--- src/rtl/bru_pkg.sv ---
// bru_pkg: shared types and constants for branch_recover_unit.
//   RESET_PC     - redirect PC value held out of reset
//   ctr_e        - 2-bit saturating counter encodings
//   bq_entry_t   - in-flight branch record (pred_idx only with BRU_BHT_EN)
//   ctr_next()   - saturating counter update
// Optional feature macro: BRU_BHT_EN (16-entry PC-indexed counter table).
package bru_pkg;

  localparam logic [31:0] RESET_PC    = 32'h8000_0000;
  localparam int          BHT_ENTRIES = 16;

  typedef enum logic [1:0] {
    STRONG_NT = 2'd0,
    WEAK_NT   = 2'd1,
    WEAK_T    = 2'd2,
    STRONG_T  = 2'd3
  } ctr_e;

  typedef struct packed {
    logic        pred_taken;
    logic [31:0] target_pc;
    logic [31:0] fall_pc;
`ifdef BRU_BHT_EN
    logic [3:0]  pred_idx;
`endif
  } bq_entry_t;

  function automatic logic [1:0] ctr_next(input logic [1:0] c, input logic taken);
    if (taken) return (c == STRONG_T)  ? c : c + 2'd1;
    else       return (c == STRONG_NT) ? c : c - 2'd1;
  endfunction

endpackage

--- src/rtl/bru_queue.sv ---
// bru_queue: circular FIFO of in-flight predicted branches.
//   clk, rst_n         clock / async active-low reset
//   push, push_data    write one entry at tail (caller guarantees room)
//   pop                retire head entry (caller guarantees non-empty)
//   clear              drop all entries; overrides push/pop
//   head               oldest entry (undefined when empty)
//   count, full, empty occupancy, all from registered state
module bru_queue
  import bru_pkg::*;
#(
  parameter int DEPTH = 4
) (
  input  logic                     clk,
  input  logic                     rst_n,
  input  logic                     push,
  input  bq_entry_t                push_data,
  input  logic                     pop,
  input  logic                     clear,
  output bq_entry_t                head,
  output logic [$clog2(DEPTH):0]   count,
  output logic                     full,
  output logic                     empty
);

  localparam int PW = $clog2(DEPTH);

  bq_entry_t         mem [DEPTH];
  logic [PW-1:0]     head_ptr, tail_ptr;
  logic [PW:0]       cnt;

  // Storage needs no reset: occupancy alone decides which slots are live.
  always_ff @(posedge clk) begin
    if (push && !clear) mem[tail_ptr] <= push_data;
  end

  // Pointers wrap for free because DEPTH is a power of two.
  always_ff @(posedge clk or negedge rst_n) begin
    if (!rst_n) begin
      head_ptr <= '0;
      tail_ptr <= '0;
      cnt      <= '0;
    end else if (clear) begin
      head_ptr <= tail_ptr;
      cnt      <= '0;
    end else begin
      if (push) tail_ptr <= tail_ptr + 1'b1;
      if (pop)  head_ptr <= head_ptr + 1'b1;
      case ({push, pop})
        2'b10:   cnt <= cnt + 1'b1;
        2'b01:   cnt <= cnt - 1'b1;
        default: cnt <= cnt;
      endcase
    end
  end

  assign head  = mem[head_ptr];
  assign count = cnt;
  assign full  = (cnt == (PW+1)'(DEPTH));
  assign empty = (cnt == '0);

endmodule

--- src/rtl/branch_recover_unit.sv ---
// branch_recover_unit: resolves fetch-time branch predictions in program order
// and issues a one-cycle redirect on a misprediction. Also owns the 2-bit
// saturating predictor feeding branch_predict_result back to fetch.
//   clk, rst_n                           clock / async active-low reset
//   fetch_pc -> branch_predict_result    combinational prediction lookup
//   bq_push, bq_pred_taken, bq_target_pc, bq_fall_pc   enqueue a branch
//   bq_full, bq_count                    queue occupancy (registered)
//   res_valid, res_taken                 execute outcome for the oldest branch
//   recover_en, recover_pc               registered redirect pulse + PC
//   res_err                              sticky protocol error
// Optional feature macro: BRU_BHT_EN selects a 16-entry table indexed by
// fetch_pc[5:2]; otherwise a single global counter is used.
module branch_recover_unit
  import bru_pkg::*;
#(
  parameter int DEPTH = 4
) (
  input  logic                     clk,
  input  logic                     rst_n,
  input  logic [31:0]              fetch_pc,
  output logic                     branch_predict_result,
  input  logic                     bq_push,
  input  logic                     bq_pred_taken,
  input  logic [31:0]              bq_target_pc,
  input  logic [31:0]              bq_fall_pc,
  output logic                     bq_full,
  output logic [$clog2(DEPTH):0]   bq_count,
  input  logic                     res_valid,
  input  logic                     res_taken,
  output logic                     recover_en,
  output logic [31:0]              recover_pc,
  output logic                     res_err
);

  bq_entry_t head, push_entry;
  logic      q_empty, q_full;
  logic      head_ok, mispredict_now, pop_now;
  logic      push_ctx, push_acc, err_set;

  assign head_ok        = res_valid && !q_empty;
  assign mispredict_now = head_ok && (res_taken != head.pred_taken);
  assign pop_now        = head_ok && !mispredict_now;

  // Pushes in the redirect cycle or alongside a mispredict are wrong-path:
  // discarded without flagging an error.
  assign push_ctx = bq_push && !recover_en && !mispredict_now;
  assign push_acc = push_ctx && (!q_full || pop_now);
  assign err_set  = (res_valid && q_empty) || (push_ctx && q_full && !pop_now);

  bru_queue #(.DEPTH(DEPTH)) u_queue (
    .clk       (clk),
    .rst_n     (rst_n),
    .push      (push_acc),
    .push_data (push_entry),
    .pop       (pop_now),
    .clear     (mispredict_now),
    .head      (head),
    .count     (bq_count),
    .full      (q_full),
    .empty     (q_empty)
  );

  assign bq_full = q_full;

`ifdef BRU_BHT_EN
  logic [1:0] bht [BHT_ENTRIES];
  logic [3:0] fetch_idx;
  logic       unused_pc_bits;

  assign fetch_idx      = fetch_pc[5:2];
  assign unused_pc_bits = ^{fetch_pc[31:6], fetch_pc[1:0]};

  // Only the counter that produced the head's prediction is trained.
  always_ff @(posedge clk or negedge rst_n) begin
    if (!rst_n) begin
      for (int i = 0; i < BHT_ENTRIES; i++) bht[i] <= WEAK_NT;
    end else if (head_ok) begin
      bht[head.pred_idx] <= ctr_next(bht[head.pred_idx], res_taken);
    end
  end

  assign branch_predict_result = bht[fetch_idx][1];
`else
  logic [1:0] gctr;
  logic       unused_fetch_pc;

  assign unused_fetch_pc = ^fetch_pc;

  always_ff @(posedge clk or negedge rst_n) begin
    if (!rst_n)       gctr <= WEAK_NT;
    else if (head_ok) gctr <= ctr_next(gctr, res_taken);
  end

  assign branch_predict_result = gctr[1];
`endif

  always_comb begin
    push_entry            = '0;
    push_entry.pred_taken = bq_pred_taken;
    push_entry.target_pc  = bq_target_pc;
    push_entry.fall_pc    = bq_fall_pc;
`ifdef BRU_BHT_EN
    push_entry.pred_idx   = fetch_idx;
`endif
  end

  always_ff @(posedge clk or negedge rst_n) begin
    if (!rst_n) begin
      recover_en <= 1'b0;
      recover_pc <= RESET_PC;
      res_err    <= 1'b0;
    end else begin
      recover_en <= mispredict_now;
      if (mispredict_now) recover_pc <= res_taken ? head.target_pc : head.fall_pc;
      if (err_set)        res_err    <= 1'b1;
    end
  end

endmodule

--- config.mk ---
export PLATFORM = sky130hd
export DESIGN_NAME = branch_recover_unit
export DESIGN_NICKNAME = d
export VERILOG_FILES = /design/src/rtl/bru_pkg.sv /design/src/rtl/bru_queue.sv /design/src/rtl/branch_recover_unit.sv
export SDC_FILE = /design/constraint.sdc
export NUM_CORES = 1
export LEC_CHECK = 0
export CORE_MARGIN = 1
export CORE_UTILIZATION = 30
export CTS_CLUSTER_DIAMETER = 120
export DETAILED_ROUTE_END_ITERATION = 8
export PLACE_DENSITY = 0.6
export RECOVER_POWER = 25
export SKIP_LAST_GASP = 1
export SYNTH_ARGS = -nofsm -noshare
export SYNTH_HDL_FRONTEND = slang
export SYNTH_SLANG_ARGS = --single-unit
--- constraint.sdc ---
create_clock -name clk -period 3.34 [get_ports clk]
set_input_delay 0.835 -clock clk [delete_from_list [all_inputs] [get_ports clk]]
set_output_delay 0.835 -clock clk [all_outputs]
set_load 0.005 [all_outputs]
==> results of run 1 <==
-- path summary, 6_finish.rpt --
path                                  endpoint  slack [ps]  cells after the start
max                                    bq_full         100                      2
min                             recover_pc[13]         460                      1
max reg2reg                      recover_pc[3]         680                      5
min reg2reg                            res_err         470                      2
max in group asynchronous  u_queue.head_ptr[1]        1210                      2
min in group clk                       res_err         470                      2
-- power breakdown --
group	total, uW	internal, uW	leakage, uW	switching [uW]
Clock	3640	2220	0.000523	1420
Sequential	5340	5030	0.00285	306
Combinational	3520	1720	0.00141	1800
-- worst reg2reg max path, delay by kind of cell (launching register included) --
kind                   cells  cell delay (ps)
buffers and inverters      2             1300
multiplexers               1              630
AND/OR/NAND/NOR            1              100
flip-flops                 1              420
AO/OA/AOI/OAI              1               80
-- placed cells by master (no fill, tap or decap), types with 8 or more instances in the layout --
| cell type | count |
|---|---|
| buf_4 | 13 |
| clkdlybuf4s50_1 | 73 |
| clkbuf_16 | 31 |
| clkbuf_1 | 8 |
| buf_12 | 8 |
| a21oi_1 | 33 |
| a31oi_1 | 32 |
| edfxtp_1 | 260 |
| dlygate4sd3_1 | 33 |
| mux4_2 | 65 |
| dfrtp_1 | 39 |
| nand2_1 | 69 |
-- stage by stage --
step / cells / power [uW] / cell area [um2] / util [%]
after detailed placement: 1196 / 9060 / 13400 / 35.4
after CTS: 1253 / 12700 / 14500 / 38.3
after floorplan: 589 / 7570 / 11600 / -
after global placement: 1196 / 9020 / 13400 / 35.4
final: 1253 / 12500 / 14500 / 38.3
after global routing: 1253 / 13200 / 14500 / 38.3
-- per-layer routing --
layer  up-vias  part of all wire [%]
met1      3029                    42
li1       2636                     -
met3        40                   5.3
met4         6                   1.9
met5         -                  0.15
met2       135                    50
-- logic make-up after synthesis --
family | after synthesis
adder cells (fa/ha/maj) | 5
AND/OR/NAND/NOR | 89
XOR/XNOR | 3
multiplexers | 67
flip-flops | 303
AO/OA/AOI/OAI | 82
buffers and inverters | 40
-- sequential cells by signal, indices dropped and copies added (netlist names) --
signal,count
recover_pc,32
u_queue.count,3
res_err,1
gctr,2
u_queue.mem,260
u_queue.head_ptr,2
u_queue.tail_ptr,2
recover_en,1
-- area by class of cell --
class                   count  area [um2]
inverters                   5        18.8
repair buffers            131        1340
clock inverters            15         211
multi-input cells         246        2480
fillers                  3501       23300
flip-flops and latches    303        8890
well taps                 511         639
clock buffers              42         877
==> impl_results.md, run 1 <==
- Final period util: 97.1%
- Largest net degree at the start of global routing: 67
- Max H-tree Level: 1
- Syn. warnings: 0
- Total die area: 0.0393 mm2
- Detailed placement HPWL: 14.9 mm
- VDD IR max: 0.407 mV
- Initial antenna violation count: 3
- TritonCTS clock tree: yes
- Worst slew pin tran: 1120 ps
- Antenna cells: 0
- CP max-delay cell: nor3b_1
- Worst Path Class, Setup: flip-flop to output port
- Final worst slack: 95.7 ps
- Postcts setup bufs: 0
- Worst Clk Skew: 14.6 ps
- Max cap viols: 0
- Library cells used by synthesis: 41
- Fin crit period: 3240 ps
- Share of cells above drive strength 1: 20.1%
- Post-Syn Area: 0.0116 mm2
- First-pass GRT wire length: 39.0 mm
- Post-synthesis compound-gate area fraction: 4.32%
- Count leader, synth: edfxtp_1
- CP endpoint kind: output port
- PD cells: 864 mW/mm2
- Detailed-route via count: 5846
- Hold Crit Class: primary input to async pin
- Vias in the first global route: 6341
- Cells after synthesis: 589
- Worst path cell trace: nor3b_1 -> clkdlybuf4s50_1
- DP Worst Slack: 235 ps
- TritonRoute pass-1 iters: 4
- Total core area: 0.0378 mm2
- CP peak stage delay: 680 ps
- Critical Path Source Type: flip-flop
- Worst-path clk slew: 60 ps
- CP delay by family, top: simple AND/OR/NAND/NOR gates
- DRC: 0
- CP Buf/Inv Count: 1
- Relative slew slack: 25.2%
- R2R Path Start: u_queue.head_ptr[0]
- Num CTS Buffers: 31
- Status: finished, final reports clean
- Clock Path Buffers: 3
- Met1 Use GR: 17.2%
- GR Layer Usage met2: 23.2%
- WL/cell: 20.4 um
- Top cell type's share of synthesized area: 67.5%
- Starting DRC count in detailed routing: 306
- Initial Utilization: 30.6%
- Crit. Startpoint: u_queue.count[2]
- Synthesized flop and latch total: 303
- Ranking of synthesized cells by area: edfxtp_1, mux4_2, dfrtp_1, nand2_1, a31oi_1
- Clk sinks: 303
- Top cells by count, synth: edfxtp_1, nand2_1, mux4_2
- NumNets Final: 825
- Synth Area in Adders: 0.606%
- Sequential cell area fraction in the yosys report: 76.9%
- Multiplexer area fraction after synthesis: 12.8%
- Clk_lat worst skew: 550 ps
- Final Max Slew Viols: 0
- Gr ovfl total: 0
- Die Span X: 198 um
- Met3 GRT Util: 2.62%
- # IOs: 141
- Post-synth EDFFs: 260
- Die boundary height: 198 um
- Post-CTS Resized: 0
- Routed vias/inst: 4.67
- Hold Vio Cnt, Final: 0
- Tot GR Track Use: 13.4%
- Crit path max fanout: 7
- Fin Hold WS: 456 ps
- Leakage: 0.00478 uW
- Hold buffer count at cts: 0
- IO Port Bufs: 108
- Routed wire length: 25.6 mm
- GPL Wtd Cong: 0.693
- Largest family of logic cells by synthesized area: multiplexers
- Top FF cell, synth: edfxtp_1
- Crit path arrival time: 2410 ps
- Ys async rst share: 14.2%
- Remaining antenna violation count: 0
- Cell taking the most area after synthesis: edfxtp_1
- RSZ-0062 raised after global routing: no
- Max Fclk: 308 MHz
- Layer with the highest usage: met2
- CP required: 2500 ps
- Root Driver: clkbuf_16
- Syn avg cell area: 19.6 um2
- Final TNS setup: 0 ps
- Area growth, synth to finish: 25.1%
- Row count: 71
- Simple-gate share of the synthesized area: 3.23%
- Synth Net Count: 696
- Synth Area in XOR/XNOR: 0.292%
- Final setup viols: 0
Note: power is estimated with default switching activity, not from simulation.
==> inputs of run 2 (changes only) <==
--- a/config.mk
+++ b/config.mk
@@ -5,13 +5,14 @@
 export SDC_FILE = /design/constraint.sdc
 export NUM_CORES = 1
 export LEC_CHECK = 0
-export CORE_MARGIN = 1
+export CORE_MARGIN = 8
 export CORE_UTILIZATION = 30
 export CTS_CLUSTER_DIAMETER = 120
 export DETAILED_ROUTE_END_ITERATION = 8
-export PLACE_DENSITY = 0.6
+export PLACE_DENSITY = 0.58
 export RECOVER_POWER = 25
 export SKIP_LAST_GASP = 1
+export SLEW_MARGIN = 20
 export SYNTH_ARGS = -nofsm -noshare
 export SYNTH_HDL_FRONTEND = slang
 export SYNTH_SLANG_ARGS = --single-unit
==> constraint.sdc (replaced) <==
create_clock -name clk -period 4.1 [get_ports clk]
set_input_delay 1.025 -clock clk [delete_from_list [all_inputs] [get_ports clk]]
set_output_delay 1.025 -clock clk [all_outputs]
set_load 0.005 [all_outputs]
==> impl_results.md, run 2 (synthesized netlist as in run 1, its figures left out) <==
- Status: finished, violations left
- Failing checks: max-capacitance violations, max-slew violations
- Worst-path clk slew: 60 ps (about the same)
- Clk sinks: 303 (unchanged)
- # IOs: 141 (unchanged)
- Remaining antenna violation count: 0 (unchanged)
- Relative slew slack: -44.4% (-70 points)
- Detailed placement HPWL: 15.2 mm (+1.6%)
- Max cap viols: 1 (+1)
- Hold Vio Cnt, Final: 0 (unchanged)
- Total power: 10200 uW (-18%)
- Fill cell count: 3579 (+2.2%)
- Fin crit period: 3100 ps
- CP max-delay cell: clkdlybuf4s50_1
- TritonCTS clock tree: yes
- Worst path cell trace: nor3b_1 -> clkdlybuf4s50_1
- Gr ovfl total: 0 (unchanged)
- Die Span X: 212 um (+7.1%)
- Num CTS Buffers: 35 (+13%)
- Crit path arrival time: 2070 ps (-340 ps)
- Reg2Reg Setup Slack: 1250 ps (+570 ps)
- Final worst slack: 1000 ps (+909 ps)
- Final Max Slew Viols: 32 (+32)
- TritonRoute pass-1 iters: 4 (unchanged)
- Clock power share: 29.2% (about the same)
- Worst hold start: res_err
- Comb pwr share: 28.1% (about the same)
- RSZ-0062 raised after global routing: no
- Leakage: 0.00478 uW (about the same)
- CP peak stage delay: 600 ps (-80 ps)
- Initial Utilization: 30.1% (-0.50 points)
- Final period util: 75.5%
- GPL Wtd Cong: 0.696 (+0.46%)
- CP Buf/Inv Count: 1 (unchanged)
- CP endpoint kind: output port
- Starting DRC count in detailed routing: 357 (+17%)
- Worst r2r path cells: 5 (unchanged)
- Max H-tree Level: 2 (+1)
- Clk_lat worst skew: 500 ps (-50 ps)
- Postcts setup bufs: 0 (unchanged)
- Sw frac: 28.8% (+0.62 points)
- IO Port Bufs: 108 (unchanged)
- Critical Path Source Type: flip-flop
- WHS Endpoint: res_err
- Number of flip-flops in the largest register: 260 (unchanged)
- Reg-to-reg critical path endpoint: u_queue.mem[2][39]
- Worst Clk Skew: 12.7 ps (-1.91 ps)
- Max Fclk: 323 MHz
- Vias in the first global route: 6331 (-0.16%)
- Worst slew pin tran: 2170 ps (+1040 ps)
- DP Worst Slack: 693 ps (+458 ps)
- Int Power: 7260 uW (-19%)
- Initial antenna violation count: 5 (+2)
- R2R Path Start: u_queue.head_ptr[0]
- First-pass GRT wire length: 39.9 mm (+2.2%)
- Crit path max fanout: 7 (unchanged)
- Root Driver: clkbuf_16
- WL/cell: 21.0 um (+2.6%)
- Clock Path Buffers: 3 (unchanged)
- Final setup viols: 0 (unchanged)
- Antenna cells: 0 (unchanged)
- Routed wire length: 26.4 mm (+3.2%)
- Hold buffer count at cts: 0 (unchanged)
- Commonest non-fill, non-tap cell in the layout: edfxtp_1
- Row count: 72 (+1.4%)
- Hold Crit Class: flip-flop to flip-flop
- Sequential Power Share: 42.8% (about the same)
- Final TNS setup: 0 ps (unchanged)
- Routed vias/inst: 4.63 (-0.79%)
- Share of cells above drive strength 1: 19.4% (-0.67 points)
- Die boundary height: 212 um (+7.1%)
- CP required: 3070 ps (+570 ps)
- CP delay by family, top: buffers and inverters
- Sw power: 2940 uW (-17%)
- Top reg by flops: u_queue.mem
- Post-CTS Resized: 0 (unchanged)
- Most frequent cells in the layout: edfxtp_1, nand2_1, mux4_2, clkdlybuf4s50_1, dlygate4sd3_1
- Area growth, synth to finish: 25.0% (about the same)
- Fin Hold WS: 463 ps (+7.05 ps)
- Largest net degree at the start of global routing: 47 (-30%)
- Total die area: 0.0451 mm2 (+15%)
- DRC: 0 (unchanged)
- Detailed-route via count: 5832 (-0.24%)
- Worst Path Class, Setup: flip-flop to output port
- DP Cell Count: 1198 (+0.17%)
- Tot GR Track Use: 11.8% (-1.5 points)
- Hold Path Cell Cnt: 2
- VDD IR max: 0.405 mV (-0.54%)
- Fin cells: 1260 (+0.56%)
- PD cells: 706 mW/mm2 (-18%)
- NumNets Final: 824 (-0.12%)
- Total core area: 0.0384 mm2 (+1.6%)
run 2: changes by cell type in the layout (fill, tap and decap cells not counted), sizes merged:
| cell | delta |
|---|---|
| buf | -3 |
| bufinv | -3 |
| clkdlybuf4s50 | -8 |
| clkinv | +6 |
| clkinvlp | -2 |
| dlygate4sd3 | +8 |
| inv | +2 |
run 2: power groups by stage:
| stage | registers [uW] | clock network (uW) | logic [uW] |
|---|---|---|---|
| 5_1_grt | 4430 | 3170 | 3150 |
| 4_1_cts | 4370 | 3050 | 2970 |
| 3_3_place_gp | 4410 | 0 | 2940 |
| 3_5_place_dp | 4430 | 0 | 2970 |
| 2_1_floorplan | 4360 | 0 | 1810 |
| 6_report | 4360 | 2970 | 2860 |
run 2: through the flow:
step	utilization [%]	area [um2]
finish	37.7	14500
detailed placement	34.8	13400
floorplan	-	11600
global route	37.7	14500
global placement	34.8	13400
CTS	37.7	14500
run 2: worst max-delay path by stage:
| stage | slack (ps) | cells past startpoint | startpoint | endpoint |
|---|---|---|---|---|
| 2_1_floorplan | 640 | 5 | res_taken | u_queue.mem[0][0] |
| 3_3_place_gp | 730 | 5 | res_valid | u_queue.mem[1][22] |
| 3_5_place_dp | 690 | 5 | res_valid | u_queue.mem[3][27] |
| 4_1_cts | 990 | 2 | u_queue.count[2] | bq_full |
| 5_1_grt | 910 | 2 | u_queue.count[2] | bq_full |
| 6_report | 1000 | 2 | u_queue.count[2] | bq_full |
run 2: tightest hold or removal path, stage by stage, from the launching register on:
cell     delay, ps
dfrtp_1        340
inv_1           40
o31ai_1         50
run 2: cell type report:
cell class	count	area (um2)	share of cell area (%)
well taps	518	648	4.48
clock inverters	18	148	1.02
repair buffers	126	1310	9.03
clock buffers	44	952	6.59
multi-input cells	246	2490	17.2
flip-flops and latches	303	8890	61.5
inverters	5	18.8	0.130
run 2: metal layers:
layer  vias up  wire length [um]  GRT usage, %
met2       140             12800          19.4
met1      3003             11700          15.6
met4        10               438          3.21
met3        44              1410          2.95
met5         -                56             0
li1       2635                 -             -
